<file path="src/rtl/bus_responder.sv">
// bus_responder
//   Responder end of the processor memory bus. It decodes Adr and serves a
//   64x32 word RAM plus a small block of memory-mapped registers: an LED
//   register, a free-running cycle counter and a reloadable down-counting
//   timer.
//
// Ports
//   clk        in   1  system clock, all state updates on the rising edge
//   reset      in   1  synchronous active-high reset
//   MemWrite   in   1  write strobe for the current cycle
//   Adr        in  32  byte address (Adr[1:0] ignored, word access only)
//   WriteData  in  32  store data, valid with MemWrite
//   ReadData   out 32  combinational load data
//   LedOut     out  8  LED register
//   TimerFlag  out  1  sticky timer-expired status (EXP)
//
// Map (Adr[31:9] must be 0, otherwise unmapped)
//   0x000-0x0FF RAM | 0x100 LED | 0x104 CYCLE | 0x108 LOAD
//   0x10C CTRL {EXP,AR,EN} | 0x110 VAL | 0x114-0x1FF unmapped
module bus_responder (
    input  logic        clk,
    input  logic        reset,
    input  logic        MemWrite,
    input  logic [31:0] Adr,
    input  logic [31:0] WriteData,
    output logic [31:0] ReadData,
    output logic [7:0]  LedOut,
    output logic        TimerFlag
);

    typedef enum logic [1:0] {
        S_IDLE    = 2'd0,
        S_RUN     = 2'd1,
        S_EXPIRED = 2'd2
    } timer_state_t;

    timer_state_t r_state, w_state_nxt;

    logic [31:0] r_ram [64];
    logic [7:0]  r_led;
    logic [31:0] r_cycle;
    logic [31:0] r_load;
    logic [31:0] r_val;
    logic        r_ar;
    logic        r_exp;

    logic [31:0] w_val_nxt;
    logic        w_ar_nxt;
    logic        w_exp_nxt;
    logic        w_expire;

    // ---------------- address decode ----------------
    logic       w_map, w_ram_sel, w_reg_sel;
    logic [5:0] w_idx;
    logic       w_wr_led, w_wr_cycle, w_wr_load, w_wr_ctrl;
    logic       w_unused_ok;

    assign w_map     = (Adr[31:9] == 23'd0);
    assign w_ram_sel = w_map & ~Adr[8];
    assign w_reg_sel = w_map &  Adr[8];
    assign w_idx     = Adr[7:2];

    assign w_wr_led   = MemWrite & w_reg_sel & (w_idx == 6'd0);
    assign w_wr_cycle = MemWrite & w_reg_sel & (w_idx == 6'd1);
    assign w_wr_load  = MemWrite & w_reg_sel & (w_idx == 6'd2);
    assign w_wr_ctrl  = MemWrite & w_reg_sel & (w_idx == 6'd3);

    assign w_unused_ok = &{1'b0, Adr[1:0]};

    // ---------------- read mux ----------------
    always_comb begin
        ReadData = 32'd0;
        if (w_ram_sel) begin
            ReadData = r_ram[w_idx];
        end else if (w_reg_sel) begin
            case (w_idx)
                6'd0:    ReadData = {24'd0, r_led};
                6'd1:    ReadData = r_cycle;
                6'd2:    ReadData = r_load;
                6'd3:    ReadData = {29'd0, r_exp, r_ar, (r_state == S_RUN)};
                6'd4:    ReadData = r_val;
                default: ReadData = 32'd0;
            endcase
        end
    end

    // ---------------- timer next state ----------------
    // A CTRL write owns state/VAL/AR for that edge. Expiry is detected from
    // the pre-edge state, so EXP still records an expiry that coincides with
    // a CTRL write, and beats a write-1-to-clear in the same cycle.
    always_comb begin
        w_state_nxt = r_state;
        w_val_nxt   = r_val;
        w_ar_nxt    = r_ar;
        w_expire    = (r_state == S_RUN) && (r_val == 32'd0);

        if (w_wr_ctrl) begin
            w_ar_nxt = WriteData[1];
            if (WriteData[0]) begin
                w_state_nxt = S_RUN;
                w_val_nxt   = r_load;
            end else begin
                w_state_nxt = S_IDLE;
            end
        end else if (r_state == S_RUN) begin
            if (r_val != 32'd0) begin
                w_val_nxt = r_val - 32'd1;
            end else if (r_ar) begin
                w_val_nxt = r_load;
            end else begin
                w_state_nxt = S_EXPIRED;
            end
        end

        if (w_expire)
            w_exp_nxt = 1'b1;
        else if (w_wr_ctrl && WriteData[2])
            w_exp_nxt = 1'b0;
        else
            w_exp_nxt = r_exp;
    end

    // ---------------- registers ----------------
    always_ff @(posedge clk) begin
        if (reset) begin
            r_state <= S_IDLE;
            r_led   <= 8'd0;
            r_cycle <= 32'd0;
            r_load  <= 32'd0;
            r_val   <= 32'd0;
            r_ar    <= 1'b0;
            r_exp   <= 1'b0;
        end else begin
            r_state <= w_state_nxt;
            r_val   <= w_val_nxt;
            r_ar    <= w_ar_nxt;
            r_exp   <= w_exp_nxt;
            r_cycle <= w_wr_cycle ? 32'd0 : r_cycle + 32'd1;
            if (w_wr_led)
                r_led <= WriteData[7:0];
            if (w_wr_load)
                r_load <= WriteData;
        end
    end

    // RAM has no reset; contents survive a reset pulse.
    always_ff @(posedge clk) begin
        if (MemWrite && w_ram_sel)
            r_ram[w_idx] <= WriteData;
    end

    assign LedOut    = r_led;
    assign TimerFlag = r_exp;

endmodule
</file>
<file path="config.mk">
export PLATFORM = sky130hd
export DESIGN_NAME = bus_responder
export DESIGN_NICKNAME = d
export VERILOG_FILES = /design/src/rtl/bus_responder.sv
export SDC_FILE = /design/constraint.sdc
export NUM_CORES = 2
export LEC_CHECK = 0
export BUFFER_PORTS_ARGS = -buffer_cell sky130_fd_sc_hd__buf_4
export CELL_PAD_IN_SITES_DETAIL_PLACEMENT = 1
export CELL_PAD_IN_SITES_GLOBAL_PLACEMENT = 2
export CORE_ASPECT_RATIO = 1.2
export CORE_MARGIN = 1.5
export CORE_UTILIZATION = 50
export CTS_CLUSTER_DIAMETER = 120
export DETAILED_ROUTE_END_ITERATION = 7
export GPL_TIMING_DRIVEN = 0
export PLACE_DENSITY_LB_ADDON = 0.1
export SLEW_MARGIN = 20
export SYNTH_ARGS = -nofsm -noshare
export SYNTH_HDL_FRONTEND = slang
export SYNTH_SLANG_ARGS = --single-unit
export TNS_END_PERCENT = 20
</file>
<file path="constraint.sdc">
create_clock -name clk -period 4.4 [get_ports clk]
set_input_delay 0 -clock clk [delete_from_list [all_inputs] [get_ports clk]]
set_output_delay 0 -clock clk [all_outputs]
set_load 0.05 [all_outputs]
</file>
# Word-level counts from Yosys, hierarchy flattened
# Memory sizes are Yosys's and may differ from the RTL's.
# Cells that the tools add are included.
dict set report totals {
  reg_bits 108
  ram_bits 2048
  input_bits 67
  out_inout_bits 41
  elab_cells 56
  mem_count 1
}
dict set report classes {
  n_addsub 2
  eq_ne 8
  mux 17
  bitwise 8
  reduce_logical 13
}
# name words width rd rd_clocked_by_memory_dff wr line
set memory_table {}
lappend memory_table {r_ram 64 32 1 0 1 39} ;# logic [31:0] r_ram [64];
# operator n
set ops {}
lappend ops {{32-bit 2-to-1 mux} 7}
lappend ops {{32-bit one-hot mux with 5 select lines} 1}
lappend ops {{32-bit by 1-bit adder with 32-bit output (second input constant)} 1}
lappend ops {{32-bit logical NOT} 1}
lappend ops {{32-bit nonzero test} 1}
lappend ops {{32-bit by 1-bit subtractor with 32-bit output (second input constant)} 1}
lappend ops {{23-bit logical NOT} 1}
lappend ops {{6-bit by 2-bit == test with 1-bit output (second input constant)} 2}
lappend ops {{2-bit 2-to-1 mux} 4}
lappend ops {{1-bit bitwise AND} 7}
lappend ops {{6-bit by 1-bit == test with 1-bit output (second input constant)} 1}
lappend ops {{6-bit by 3-bit == test with 1-bit output (second input constant)} 1}
lappend ops {{6-bit logical NOT} 1}
lappend ops {{3-bit AND reduction} 2}
lappend ops {{1-bit 2-to-1 mux} 5}
lappend ops {{2-bit inequality test (second input constant)} 2}
lappend ops {{2-bit nonzero test} 2}
lappend ops {{1-bit logical AND} 3}
lappend ops {{3-bit nonzero test} 1}
lappend ops {{2-bit by 1-bit == test with 1-bit output (second input constant)} 1}
lappend ops {{2-bit by 1-bit inequality test with 1-bit output (second input constant)} 1}
lappend ops {{2-bit OR reduction} 1}
lappend ops {{1-bit NOT} 1}

# Longest topological paths before layout
dict set report logic_depth {
  depth_word 7
  depth_mapped 11
  ltp_nobuf 8
}

# Worst setup path after synthesis
# Ideal clock, no wire load.
dict set report synth_timing {
  path_type {input -> register}
  startpoint {in Adr[3]}
  endpoint {mem r_ram[30][0] (enable)}
  setup_ps 421
  t_arrival_ps 3072
  t_required_ps 3979
  setup_slack_ps 907
  path_stages 10
  path_buffers 6
  cell_sequence {buf_2 > buf_2 > buf_2 > buf_2 > buf_4 > buf_2 > nand2_1 > nor2_1 > nand3_1 > nor2_1}
}
# element line
set synth_lines {}
lappend synth_lines {{start, declared} 24} ;# input logic [31:0] Adr,
lappend synth_lines {{end, declared} 39}
# No word-level cell before the write port.

# Final worst setup path
dict set report layout_timing {
  startpoint {in Adr[5]}
  endpoint {out ReadData[26]}
}
dict set report layout_between {
  elab_chain_cells 4
  elab_cells_between_ends 9
  cone_classes {eq/ne (4); mux (3); reduce/logical (1); memory (1)}
}
# element line
set layout_lines {}
lappend layout_lines {{parallel branches: the longest is 3 deep, another holds memory read 64 x 32 bit} -}
lappend layout_lines {{32-bit 2-to-1 mux (*)} 73} ;# if (w_ram_sel) begin
lappend layout_lines {{end, declared} 26} ;# output logic [31:0] ReadData,
# Every way passes the cells marked *.

==> results.md <==
| Parameter | This run | Unit |
| --- | --- | --- |
| Antenna violations before repair | 20 | - |
| Share of flip-flops with an asynchronous set or reset | 0 | % |
| Post-synthesis sequential element count | 2,156 | - |
| Share of the yosys chip area belonging to registers | 75.8 | % |
| Nets in the synthesized netlist | 4,042 | - |
| Count of flip-flops with a built-in enable after synthesis | 2,048 | - |
| Vias in the first global route | 45,700 | - |
| Path category of the worst min-delay check | in2reg | - |
| Pin count of the biggest net entering global routing | 68 | - |
| Number of placement rows | 164 | - |
| Share of layout cells above drive strength 1 | 27.6 | % |
| Portion of the clock cycle consumed by the worst path in the final layout | 102 | % |
| DR WL met2 | 130,000 | µm |
| Xor/xnor cell area share of the yosys netlist | 0.282 | % |
| Cells after Synth | 3,972 | - |
| Peak supply drop | 0.357 | mV |
| Leading area contributor after synthesis | sky130_fd_sc_hd__edfxtp_1 | - |
| TritonCTS clock tree | yes | - |
| Total number of clock tree sinks | 2,156 | - |
| Met1 wire length | 95,900 | µm |
| Startpoint type of the worst setup path | primary input | - |
| Number of buffers added by the clock tree synthesis step | 209 | - |
| Area growth, synth to finish | 16.1 | % |
| Setup crit end kind | output pin | - |
| Residual DRC count | 0 | - |
| Most area-consuming cells after synthesis | sky130_fd_sc_hd__edfxtp_1 73%, sky130_fd_sc_hd__mux4_2 15%, sky130_fd_sc_hd__dfxtp_1 2.6%, sky130_fd_sc_hd__mux2i_1 1.3%, sky130_fd_sc_hd__a21oi_1 0.74% | - |
| Highest metal used | met5 | - |
| Met3 wire length | 16,000 | µm |
| Vias per inst | 6.34 | - |
| Transition time at the pin with the least slew margin | 1.20 | ns |
| Post-synthesis compound-gate area fraction | 3.11 | % |
| Post-layout nets | 4,487 | - |
| Setup slack after placement | -0.750 | ns |
| Number of buffers added on ports | 103 | - |
| Share of synthesized cell area in and, or, nand and nor gates | 2.85 | % |
| Data required time of the worst path | 4.40 | ns |
| Vertical extent of the die | 452 | µm |
| Relative slew margins | 20.1 | % |
| Total half-perimeter wirelength after legalization and detailed placement | 171,000 | µm |
| Overflow left after global routing | 0 | - |
| Boundary pin count | 108 | - |
| Final count of pins violating max slew | 0 | - |
| Routed WL per cell | 37.5 | µm |
| Initial core utilization | 50.4 | % |
| Max Clk Rate | 223 | MHz |
| Hold Vio Cnt, Final | 0 | - |
| Detail Route Antenna Nets | 0 | - |
| Initial DRC Count | 5,020 | - |
| Die area | 0.170 | mm² |
| First-pass GRT wire length | 358,000 | µm |
| Leading post-synthesis cells by instance count | 2,048 x sky130_fd_sc_hd__edfxtp_1, 569 x sky130_fd_sc_hd__mux4_2, 139 x sky130_fd_sc_hd__nor2_1 | - |
| Multiplexer area fraction after synthesis | 16.6 | % |
| Core Footprint | 0.167 | mm² |
| Max Fanout on Critical Path | 10 | - |
| Summed negative setup slack over all endpoints | -0.154 | ns |
| Post-route minimum period | 4.49 | ns |
| Portion of synthesized cell area occupied by the leading cell type | 73.2 | % |
| PD cells | 435 | mW/mm² |
| Global Route Usage Sum | 30.7 | % |
| Synth Flop Type | sky130_fd_sc_hd__edfxtp_1 | - |
| Total setup buffers inserted after CTS | 0 | - |
| Violated checks | negative setup slack | - |
| Number of max-cap violations | 0 | - |
| Die Width | 377 | µm |
| First-pass DRT Iterations | 6 | - |
| Library cell used as clock root buffer | sky130_fd_sc_hd__clkbuf_16 | - |
| Synthesis warning total | 0 | - |
| Status | finished with violations | - |
| Post-synthesis area per instance | 21.1 | µm² |
| Adder and majority cell fraction of the synthesized area | 0.0447 | % |
| Total detailed-routing wirelength | 257,000 | µm |
| Setup repair after global routing missed its margin | true | - |
| Clock tree buffer depth | 3 | - |
| Distinct cell type count after synthesis | 60 | - |
| Min setup slack post-route | -0.0940 | ns |
| Arrival time of data at the critical path endpoint | 4.49 | ns |
| Leak pwr | 30.3 | nW |
| Deepest level of the CTS H-tree | 4 | - |
| Worst hold slack across all endpoints | 0.196 | ns |
| Vias | 43,400 | - |
| Worst Clk Skew | 0.0166 | ns |
| Critical setup path kind | in2out | - |
| Final setup violation count | 2 | - |
| Most common cell in the synthesized netlist | sky130_fd_sc_hd__edfxtp_1 | - |
| Global placer's final weighted congestion | 0.919 | - |
| Final Total Pwr | 42.4 | mW |
| Fill cell total of the finished layout | 14,000 | - |
| Mapped cell area | 0.0840 | mm² |
| Clock input transition at the sequential cells of the worst setup and hold paths | 0.06 | ns |
| Clock insertion delay at the later pin of the skew report | 0.85 | ns |
| Main combinational cell family by area after synthesis | multiplexers | - |
-- layer usage --
layer,vias to the layer above,GRT usage (%)
met2,1824,51.9
met4,8,15.5
met5,-,0
met1,23500,38.9
li1,17700,-
met3,465,4.58
-- what timing repair did --
item / in CTS / in global routing
resized for setup: 10 / 5
endpoints found under the setup margin: 22 / 6
hold buffers: 41 / 0
endpoints found under the hold margin: 2102 / 0
-- layout make-up --
| cell class | count | area, µm² | area share (%) |
|---|---|---|---|
| plain buffers | 234 | 1090 | 1.12 |
| flip-flops and latches | 2156 | 63700 | 65.3 |
| clock inverters | 133 | 1220 | 1.25 |
| well taps | 2241 | 2800 | 2.88 |
| inverters | 18 | 67.6 | 0.0693 |
| clock buffers | 258 | 5570 | 5.71 |
| multi-input cells | 1564 | 19700 | 20.2 |
| repair buffers | 234 | 3320 | 3.41 |
| diodes | 7 | 17.5 | 0.0180 |
-- final timing paths --
| check | startpoint | endpoint | slack, ns | depth (start not counted) |
|---|---|---|---|---|
| worst max-delay path | Adr[5] | ReadData[26] | -0.09 | 7 |
| worst min-delay path | Adr[5] | r_load[0] | 0.20 | 6 |
| worst max register to register | r_cycle[5] | r_cycle[31] | 1.27 | 7 |
| worst min register to register | r_load[31] | r_load[31] | 0.49 | 2 |
-- cells in the final DEF (no fill, tap or decap), types with 54 or more instances in the layout --
master	n
sky130_fd_sc_hd__mux4_2	569
sky130_fd_sc_hd__nor2_4	62
sky130_fd_sc_hd__a21oi_1	124
sky130_fd_sc_hd__clkbuf_16	213
sky130_fd_sc_hd__edfxtp_1	2048
sky130_fd_sc_hd__clkbuf_1	143
sky130_fd_sc_hd__mux2i_1	109
sky130_fd_sc_hd__dfxtp_1	108
sky130_fd_sc_hd__buf_4	122
sky130_fd_sc_hd__nor2_1	77
sky130_fd_sc_hd__nand2_1	128
sky130_fd_sc_hd__a211oi_1	59
sky130_fd_sc_hd__nor2b_1	61
sky130_fd_sc_hd__clkinv_1	54
sky130_fd_sc_hd__buf_2	82
-- through the flow --
stage,instance area (µm²),util (%),instances
5_1_grt,97500,58.5,6842
6_report,97500,58.5,6845
3_5_place_dp,90200,54.1,6406
2_1_floorplan,84000,-,3972
3_3_place_gp,87600,52.6,6316
4_1_cts,97500,58.5,6838
-- worst max-delay path, stage by stage --
cell and delay, ns:
sky130_fd_sc_hd__buf_4 0.18, sky130_fd_sc_hd__clkbuf_1 0.84, sky130_fd_sc_hd__clkbuf_2 0.68, sky130_fd_sc_hd__buf_1 0.94
sky130_fd_sc_hd__mux2i_1 0.90, sky130_fd_sc_hd__o221ai_1 0.52, sky130_fd_sc_hd__buf_4 0.34
-- cells by family (layout without fill, tap and decap cells) --
kind of cell               count (synthesis)  in the layout
and+or+nand+nor                          473            473
adders and majority gates                  3              3
other                                      0              7
xor gates and xnor gates                  27             27
AOI/OAI and AO/OA                        381            381
buffers and inverters                    252            877
muxes                                    680            680
DFF                                     2156           2156
-- power breakdown --
part,switching (mW),total [mW],internal [mW]
logic,1.45,2.14,0.693
clock network,7.76,17.9,10.1
registers,0.00292,22.4,22.4
-- sequential cells by signal, summed over array words and instances (netlist names) --
signal,cells
r_load,32
r_ram,2048
LedOut,8
r_cycle,32
r_val,32
r_ar,1
TimerFlag,1
r_state,2
Note: power is estimated with default switching activity, not from simulation.
